<file path="config.mk">
export PLATFORM = sky130hd
export DESIGN_NAME = cacheline_adaptor
export DESIGN_NICKNAME = d
export VERILOG_FILES = /design/src/rtl/adaptor_pkg.sv /design/src/rtl/line_burst_buffer.sv /design/src/rtl/cacheline_adaptor.sv
export SDC_FILE = /design/constraint.sdc
export NUM_CORES = 1
export LEC_CHECK = 0
export CAP_MARGIN = 20
export CORE_AREA = 2 2 278 280
export CTS_BUF_LIST = sky130_fd_sc_hd__clkbuf_16
export CTS_CLUSTER_DIAMETER = 30
export DETAILED_ROUTE_END_ITERATION = 8
export DIE_AREA = 0 0 280 282
export PLACE_DENSITY = 0.56
export SYNTH_ARGS = -nofsm -noshare
export SYNTH_HDL_FRONTEND = slang
export SYNTH_SLANG_ARGS = --single-unit
</file>
<file path="constraint.sdc">
create_clock -name clk -period 2 [get_ports clk]
set_clock_uncertainty 0.1 [all_clocks]
set_input_delay 0.4 -clock clk [delete_from_list [all_inputs] [get_ports clk]]
set_output_delay 0.4 -clock clk [all_outputs]
set_load 0.005 [all_outputs]
</file>
<file path="src/rtl/adaptor_pkg.sv">
// -----------------------------------------------------------------------------
// adaptor_pkg
// Shared types and constants for the cache-line <-> burst memory adaptor.
//   state_t      : adaptor FSM states
//   DEF_*        : default line / burst / address geometry
//   offset_bits  : number of byte-offset bits inside one cache line
// -----------------------------------------------------------------------------
package adaptor_pkg;

    typedef enum logic [1:0] {
        IDLE  = 2'd0,
        READ  = 2'd1,
        WRITE = 2'd2,
        DONE  = 2'd3
    } state_t;

    localparam int DEF_LINE_WIDTH = 256;
    localparam int DEF_BURST_LEN  = 4;
    localparam int DEF_ADDR_WIDTH = 32;

    // Byte-offset bits of a line: the low address bits dropped for alignment.
    function automatic int offset_bits(input int line_width);
        return $clog2(line_width / 8);
    endfunction

endpackage

</file>
<file path="src/rtl/line_burst_buffer.sv">
// -----------------------------------------------------------------------------
// line_burst_buffer
// Holds one cache line and the beat counter that walks it.
// Ports:
//   clk, rst     : clock, synchronous active-high reset
//   i_load       : load i_line into the buffer (start of a write)
//   i_line       : full line from the cache
//   i_capture    : store i_burst into the slice selected by the beat counter
//   i_advance    : increment the beat counter (wraps after the last beat)
//   i_clear      : force the beat counter to 0
//   i_burst      : read beat from memory
//   o_burst      : buffer slice selected by the beat counter (write beat)
//   o_assembled  : buffer with the current slice replaced by i_burst
//   o_beat       : current beat index
// -----------------------------------------------------------------------------
module line_burst_buffer
    import adaptor_pkg::*;
#(
    parameter  int LINE_WIDTH  = DEF_LINE_WIDTH,
    parameter  int BURST_LEN   = DEF_BURST_LEN,
    localparam int BURST_WIDTH = LINE_WIDTH / BURST_LEN,
    localparam int BEAT_WIDTH  = $clog2(BURST_LEN)
) (
    input  logic                   clk,
    input  logic                   rst,
    input  logic                   i_load,
    input  logic [LINE_WIDTH-1:0]  i_line,
    input  logic                   i_capture,
    input  logic                   i_advance,
    input  logic                   i_clear,
    input  logic [BURST_WIDTH-1:0] i_burst,
    output logic [BURST_WIDTH-1:0] o_burst,
    output logic [LINE_WIDTH-1:0]  o_assembled,
    output logic [BEAT_WIDTH-1:0]  o_beat
);

    logic [LINE_WIDTH-1:0] r_line;
    logic [BEAT_WIDTH-1:0] r_beat;

    // Constant-offset decode per beat keeps both the write-in slice and the
    // output mux free of variable part-selects.
    // NOTE: every always_comb output gets a default first so no latch is inferred.
    always_comb begin
        o_assembled = r_line;
        o_burst     = '0;
        for (int b = 0; b < BURST_LEN; b++) begin
            if (r_beat == BEAT_WIDTH'(b)) begin
                o_assembled[b*BURST_WIDTH +: BURST_WIDTH] = i_burst;
                o_burst = r_line[b*BURST_WIDTH +: BURST_WIDTH];
            end
        end
    end

    // NOTE: sequential state uses non-blocking assignments only.
    // NOTE: the line register is reset so burst_o reads as zero out of reset.
    always_ff @(posedge clk) begin
        if (rst) begin
            r_line <= '0;
            r_beat <= '0;
        end else begin
            if (i_load) begin
                r_line <= i_line;
            end else if (i_capture) begin
                r_line <= o_assembled;
            end

            if (i_clear) begin
                r_beat <= '0;
            end else if (i_advance) begin
                r_beat <= r_beat + BEAT_WIDTH'(1);
            end
        end
    end

    assign o_beat = r_beat;

endmodule

</file>
<file path="src/rtl/cacheline_adaptor.sv">
// -----------------------------------------------------------------------------
// cacheline_adaptor
// Turns one full-line cache read/write request into a BURST_LEN-beat burst on
// the physical memory port, assembling read beats into a line and slicing the
// write line into beats.
// Ports:
//   clk, rst   : clock, synchronous active-high reset
//   line_i     : write line from the cache
//   line_o     : last line read from memory (held until the next read completes)
//   address_i  : cache request byte address
//   read_i     : cache line read request, held until resp_o
//   write_i    : cache line write request, held until resp_o (wins over read_i)
//   resp_o     : one-cycle completion pulse to the cache
//   burst_i    : read beat from memory
//   burst_o    : write beat to memory (buffer slice at the current beat)
//   address_o  : line-aligned memory address
//   read_o     : memory read strobe
//   write_o    : memory write strobe
//   resp_i     : memory beat valid / accepted
//   err_o      : sticky protocol-violation flag, cleared only by rst
// -----------------------------------------------------------------------------
module cacheline_adaptor
    import adaptor_pkg::*;
#(
    parameter  int CACHE_LINE_WIDTH = DEF_LINE_WIDTH,
    parameter  int BURST_LEN        = DEF_BURST_LEN,
    parameter  int ADDR_WIDTH       = DEF_ADDR_WIDTH,
    localparam int BURST_WIDTH      = CACHE_LINE_WIDTH / BURST_LEN,
    localparam int OFFSET_BITS      = offset_bits(CACHE_LINE_WIDTH),
    localparam int BEAT_WIDTH       = $clog2(BURST_LEN)
) (
    input  logic                        clk,
    input  logic                        rst,
    input  logic [CACHE_LINE_WIDTH-1:0] line_i,
    output logic [CACHE_LINE_WIDTH-1:0] line_o,
    input  logic [ADDR_WIDTH-1:0]       address_i,
    input  logic                        read_i,
    input  logic                        write_i,
    output logic                        resp_o,
    input  logic [BURST_WIDTH-1:0]      burst_i,
    output logic [BURST_WIDTH-1:0]      burst_o,
    output logic [ADDR_WIDTH-1:0]       address_o,
    output logic                        read_o,
    output logic                        write_o,
    input  logic                        resp_i,
    output logic                        err_o
);

    state_t                      r_state;
    logic                        r_read;
    logic                        r_write;
    logic                        r_resp;
    logic                        r_err;
    logic [ADDR_WIDTH-1:0]       r_address;
    logic [CACHE_LINE_WIDTH-1:0] r_line_out;

    logic                        w_load;
    logic                        w_capture;
    logic                        w_advance;
    logic                        w_clear;
    logic                        w_last_beat;
    logic [BEAT_WIDTH-1:0]       w_beat;
    logic [CACHE_LINE_WIDTH-1:0] w_assembled;
    logic [ADDR_WIDTH-1:0]       w_aligned_address;
    logic                        w_unused_offset;

    assign w_aligned_address = {address_i[ADDR_WIDTH-1:OFFSET_BITS], {OFFSET_BITS{1'b0}}};
    // Byte-offset bits are intentionally dropped by the alignment above.
    assign w_unused_offset   = ^address_i[OFFSET_BITS-1:0];

    // Buffer controls: decoded from the current state so they act on the
    // same edge the FSM makes its decision.
    assign w_load      = (r_state == IDLE) && write_i;
    assign w_capture   = (r_state == READ) && resp_i;
    assign w_advance   = ((r_state == READ) || (r_state == WRITE)) && resp_i;
    assign w_clear     = (r_state == DONE);
    assign w_last_beat = (w_beat == BEAT_WIDTH'(BURST_LEN - 1));

    line_burst_buffer #(
        .LINE_WIDTH (CACHE_LINE_WIDTH),
        .BURST_LEN  (BURST_LEN)
    ) u_buffer (
        .clk         (clk),
        .rst         (rst),
        .i_load      (w_load),
        .i_line      (line_i),
        .i_capture   (w_capture),
        .i_advance   (w_advance),
        .i_clear     (w_clear),
        .i_burst     (burst_i),
        .o_burst     (burst_o),
        .o_assembled (w_assembled),
        .o_beat      (w_beat)
    );

    always_ff @(posedge clk) begin
        if (rst) begin
            r_state    <= IDLE;
            r_read     <= 1'b0;
            r_write    <= 1'b0;
            r_resp     <= 1'b0;
            r_err      <= 1'b0;
            r_address  <= '0;
            r_line_out <= '0;
        end else begin
            r_resp <= 1'b0;

            // A beat from memory when no burst is outstanding is a protocol error.
            if (((r_state == IDLE) || (r_state == DONE)) && resp_i) begin
                r_err <= 1'b1;
            end

            unique case (r_state)
                IDLE: begin
                    if (write_i) begin
                        r_address <= w_aligned_address;
                        r_write   <= 1'b1;
                        r_state   <= WRITE;
                        if (read_i) begin
                            r_err <= 1'b1;
                        end
                    end else if (read_i) begin
                        r_address <= w_aligned_address;
                        r_read    <= 1'b1;
                        r_state   <= READ;
                    end
                end
                READ: begin
                    // The final beat is not yet in the buffer, so line_o takes
                    // the assembled view that already includes it.
                    if (resp_i && w_last_beat) begin
                        r_read     <= 1'b0;
                        r_line_out <= w_assembled;
                        r_resp     <= 1'b1;
                        r_state    <= DONE;
                    end
                end
                WRITE: begin
                    if (resp_i && w_last_beat) begin
                        r_write <= 1'b0;
                        r_resp  <= 1'b1;
                        r_state <= DONE;
                    end
                end
                DONE: begin
                    // Still-held requests are ignored here; the cache is
                    // seeing resp_o during this cycle.
                    r_state <= IDLE;
                end
                default: r_state <= IDLE;
            endcase
        end
    end

    assign line_o    = r_line_out;
    assign resp_o    = r_resp;
    assign address_o = r_address;
    assign read_o    = r_read;
    assign write_o   = r_write;
    assign err_o     = r_err;

endmodule
</file>
==> results.py, run 1 <==
metrics = {
    "synthesis": {
        "post-synth-top-count-cell": "dfxtp_1",
        "synth_cell_type_count": 39,
        "post_synth_design_cell_area_sq_um": 24100,
        "ys_dominant_reg_cell": "dfxtp_1",
        "most_used_standard_cells_in_the_synthesized_netlist": "dfxtp_1, nand2_1, nor2_1",
        "post_synthesis_cells": 2678,
        "ys_seq_elements": 547,
        "edff_count_synth": 0,
        "synth.avg_cell_area_sq_um": 8.99,
        "synthArstFlopShare_pct": 0,
        "synthesis.yosys.warnings": 0,
        "synth_area_leader_cell": "dfxtp_1",
        "synth_top_cell_area_share_pct": 45.5,
        "synthTopCellsByArea": "dfxtp_1, mux2i_1, a221o_1",
        "synth_seq_area_share_pct": 45.5,
    },
    "grt": {
        "initial_antenna_violation_count": 19,
        "grt_overflow": 0,
        "gr-usage-all-layers_pct": 26.9,
        "grt_pass1_vias": 25500,
        "grt_pass1_wl_microns": 162000,
        "grt_max_degree": 141,
    },
    "worst_setup_path": {
        "worstSetupPathType": "reg -> out",
        "critPathTopFamily": "buffers and inverters",
        "cp.required_ps": 1500,
        "r2r.worst_path.cells": 13,
        "critPathMostFrequentCell": "buf_12",
        "cp.depth": 9,
        "cpPeakStageDelay_ps": 360,
        "critPathLaunchType": "flip-flop",
        "timing.critical_path.to_type": "output port",
        "arrival_time_worst_endpoint_ps": 2560,
        "critical-path-slowest-cell": "a21oi_1",
        "worst_path_buffer_plus_inverter_count": 6,
        "critPathMaxFanout": 7,
        "crit_path_cell_chain": "buf_6 -> inv_6 -> ha_4 -> buf_12 -> buf_12 -> clkbuf_16 -> a21oi_1 -> a22o_1 -> buf_2",
    },
    "power_and_ir_drop": {
        "powerDensity_nw_per_um2": 1200,
        "power.switching_fraction_pct": 31.1,
        "clock_power_share_pct": 44.1,
        "share_seq_of_total_power_pct": 25.8,
        "internal_power_uw": 36400,
        "irDropWorstVdd_uv": 803,
        "report.power.total_uw": 52800,
        "netSwitchingPower_uw": 16400,
        "power.combinational.fraction_pct": 30.1,
        "power_leakage_uw": 0.0169,
    },
    "layout": {
        "flow.area_growth_from_synthesis_pct": 83.1,
        "nFillCells": 6282,
        "fraction_of_layout_cells_with_a_size_suffix_above_1_pct": 28.0,
        "number_of_standard_cells_in_the_final_layout_excluding_fillers": 4889,
        "design.final.nets": 4140,
        "utilization_pct": 58.2,
    },
    "sta": {
        "hold_ws_ps": 134,
        "fmax_ghz": 0.327,
        "slew-limit-headroom_pct": 16.8,
        "setup_viol": 802,
        "final_hold_vio_count": 0,
        "unrepaired_setup_endpoints_after_global_routing": "true",
        "fin_tns_setup_ps": -226260,
        "timing.final.max_slew_violations": 0,
        "tightestPinTransition_ps": 1250,
        "post_route_worst_setup_slack_ps": -1060,
        "period_share_pct": 153,
        "min_cycle_time_layout_ps": 3060,
    },
    "clock_network": {
        "tritoncts": "done",
        "cts.root.buffer_cell": "clkbuf_16",
        "clkSinkCount": 547,
        "cts_htree_levels": 4,
        "clock_latency_ps": 720,
        "clk_pin_slew_ps": 50,
        "ctsLongestPathBuffers": 3,
        "numCtsBuffers": 142,
    },
    "route": {
        "drt.antenna.violating_nets": 0,
        "route.detailed.wl_per_inst_microns": 24.6,
        "dr.pass1.iters": 7,
        "via_per_inst": 5.45,
        "via_total_after_detailed_routing": 26600,
        "wirelength_microns": 120000,
        "drt_drc": 0,
        "drt_iter0_drc": 2114,
    },
    "die": {
        "boundaryPins": 713,
        "die_outline_area_sq_um": 79000,
        "fp.dieH_microns": 282,
        "rows": 101,
        "initial_utilization_pct": 31.8,
        "dieWidth_microns": 280,
        "core_area_sq_um": 75700,
    },
    "run_status": {
        "run_status": "complete, but fails checks",
        "violations": "negative setup slack",
    },
    "placed_design": {
        "hpwl_microns": 75600,
        "placed_cells": 4393,
        "placement.io_buffers": 702,
        "rd_place_congestion": 0.954,
    },
    "hold_path": {
        "hold_path_class": "in -> reg",
        "hold_path_depth": 3,
    },
    "job": {
        "cap_viol_max_count": 0,
    },
}
[power groups by stage]
stage / registers (uW) / clock network (uW) / logic (uW)
finish: 13600 / 23300 / 15900
global route: 13700 / 24200 / 16700
CTS: 13500 / 23400 / 14600
detailed placement: 13600 / 0 / 12100
global placement: 13600 / 0 / 12000
floorplan: 13200 / 0 / 6280
[routing by layer]
layer	vias up	GRT usage, %	part of all wire [%]
li1	12000	-	-
met1	12900	33.1	40
met2	1447	43.5	47
met3	355	6.04	7.8
met4	2	14.9	5.4
met5	-	0	0.011
[layout make-up]
type | count | area, sq um | share of cell area [%]
diodes | 17 | 42.5 | 0.0966
repair buffers | 1214 | 13500 | 30.7
clock buffers | 143 | 3580 | 8.12
multi-input cells | 1800 | 13100 | 29.8
clock inverters | 120 | 1350 | 3.06
well taps | 978 | 1220 | 2.78
flip-flops and latches | 547 | 11000 | 24.9
inverters | 70 | 268 | 0.608
[cell families (layout without fill, tap and decap cells)]
family	after synthesis	count (layout)	share of synthesized area [%]
compound gates	810	810	25.2
simple gates	783	783	14.4
flops	547	547	45.5
buf+inv	335	1547	6.40
mux	193	193	8.03
fa+ha+maj	8	8	0.416
other cells	1	22	0.0156
xor+xnor	1	1	0.0364
[worst register-to-register path: cells and delay by family (launching register included)]
| kind | cells | cell delay [ps] |
|---|---|---|
| buffers and inverters | 10 | 1370 |
| adder cells (fa/ha/maj) | 1 | 210 |
| AO/OA/AOI/OAI | 1 | 220 |
| flip-flops | 1 | 330 |
| AND/OR/NAND/NOR | 1 | 180 |
[what timing repair did]
item                                    in CTS  in global routing
buffers inserted                            69                 91
endpoints found under the setup margin     674                863
hold buffers                                 1                  0
pin swaps                                   90                151
endpoints found under the hold margin        2                  0
gates resized for setup                    472                394
gates cloned                                21                 48
[final timing paths]
path	start	endpoint	slack, ps
setup / recovery	u_buffer.o_beat[0]	burst_o[14]	-1060
hold / removal	address_i[20]	address_o[20]	130
setup reg to reg	u_buffer.o_beat[0]	line_o[14]	-500
hold reg to reg	line_o[241]	line_o[241]	350
[flip-flops by register name (all words and copies together), names as in the netlist]
name / count
address_o: 27
err_o: 1
line_o: 256
r_state: 2
read_o: 1
resp_o: 1
u_buffer.o_beat: 2
u_buffer.r_line: 256
write_o: 1
[placed cells by master (no fill, tap or decap), types with 17 or more instances in the layout]
master,netlist,routed
a211oi_1,192,132
a211oi_2,0,60
a21oi_1,224,122
a21oi_2,0,70
a21oi_4,0,32
a221o_1,192,192
a22o_1,64,64
a311oi_1,64,31
a311oi_2,0,33
and2_0,176,176
buf_12,0,89
buf_16,0,24
buf_2,65,50
buf_4,13,248
buf_6,20,84
buf_8,0,29
bufinv_16,0,22
clkbuf_16,0,188
clkdlybuf4s50_1,0,632
clkinv_1,0,26
clkinv_2,0,19
dfxtp_1,547,545
diode_2,0,17
inv_1,70,88
mux2i_1,193,193
nand2_1,315,267
nand2_2,0,32
nor2_1,257,242
o21ai_1,1,45
o21ai_2,0,18
[stage by stage]
stage / area, sq um / worst slack (ps)
2_1_floorplan: 24100 / -71.5
4_1_cts: 40800 / -933
3_3_place_gp: 34200 / -593
6_report: 44100 / -1060
3_5_place_dp: 34200 / -569
5_1_grt: 44100 / -1100
No activity file was read; power rests on OpenSTA's default activity.
==> inputs of run 2 (changes only) <==
--- a/config.mk
+++ b/config.mk
@@ -11,6 +11,7 @@
 export CTS_CLUSTER_DIAMETER = 30
 export DETAILED_ROUTE_END_ITERATION = 8
 export DIE_AREA = 0 0 280 282
+export HOLD_SLACK_MARGIN = 0.08
 export PLACE_DENSITY = 0.56
 export SYNTH_ARGS = -nofsm -noshare
 export SYNTH_HDL_FRONTEND = slang
==> results of run 2 <==
Same layout as run 1: the final DEF is identical, and so are final timing and power.
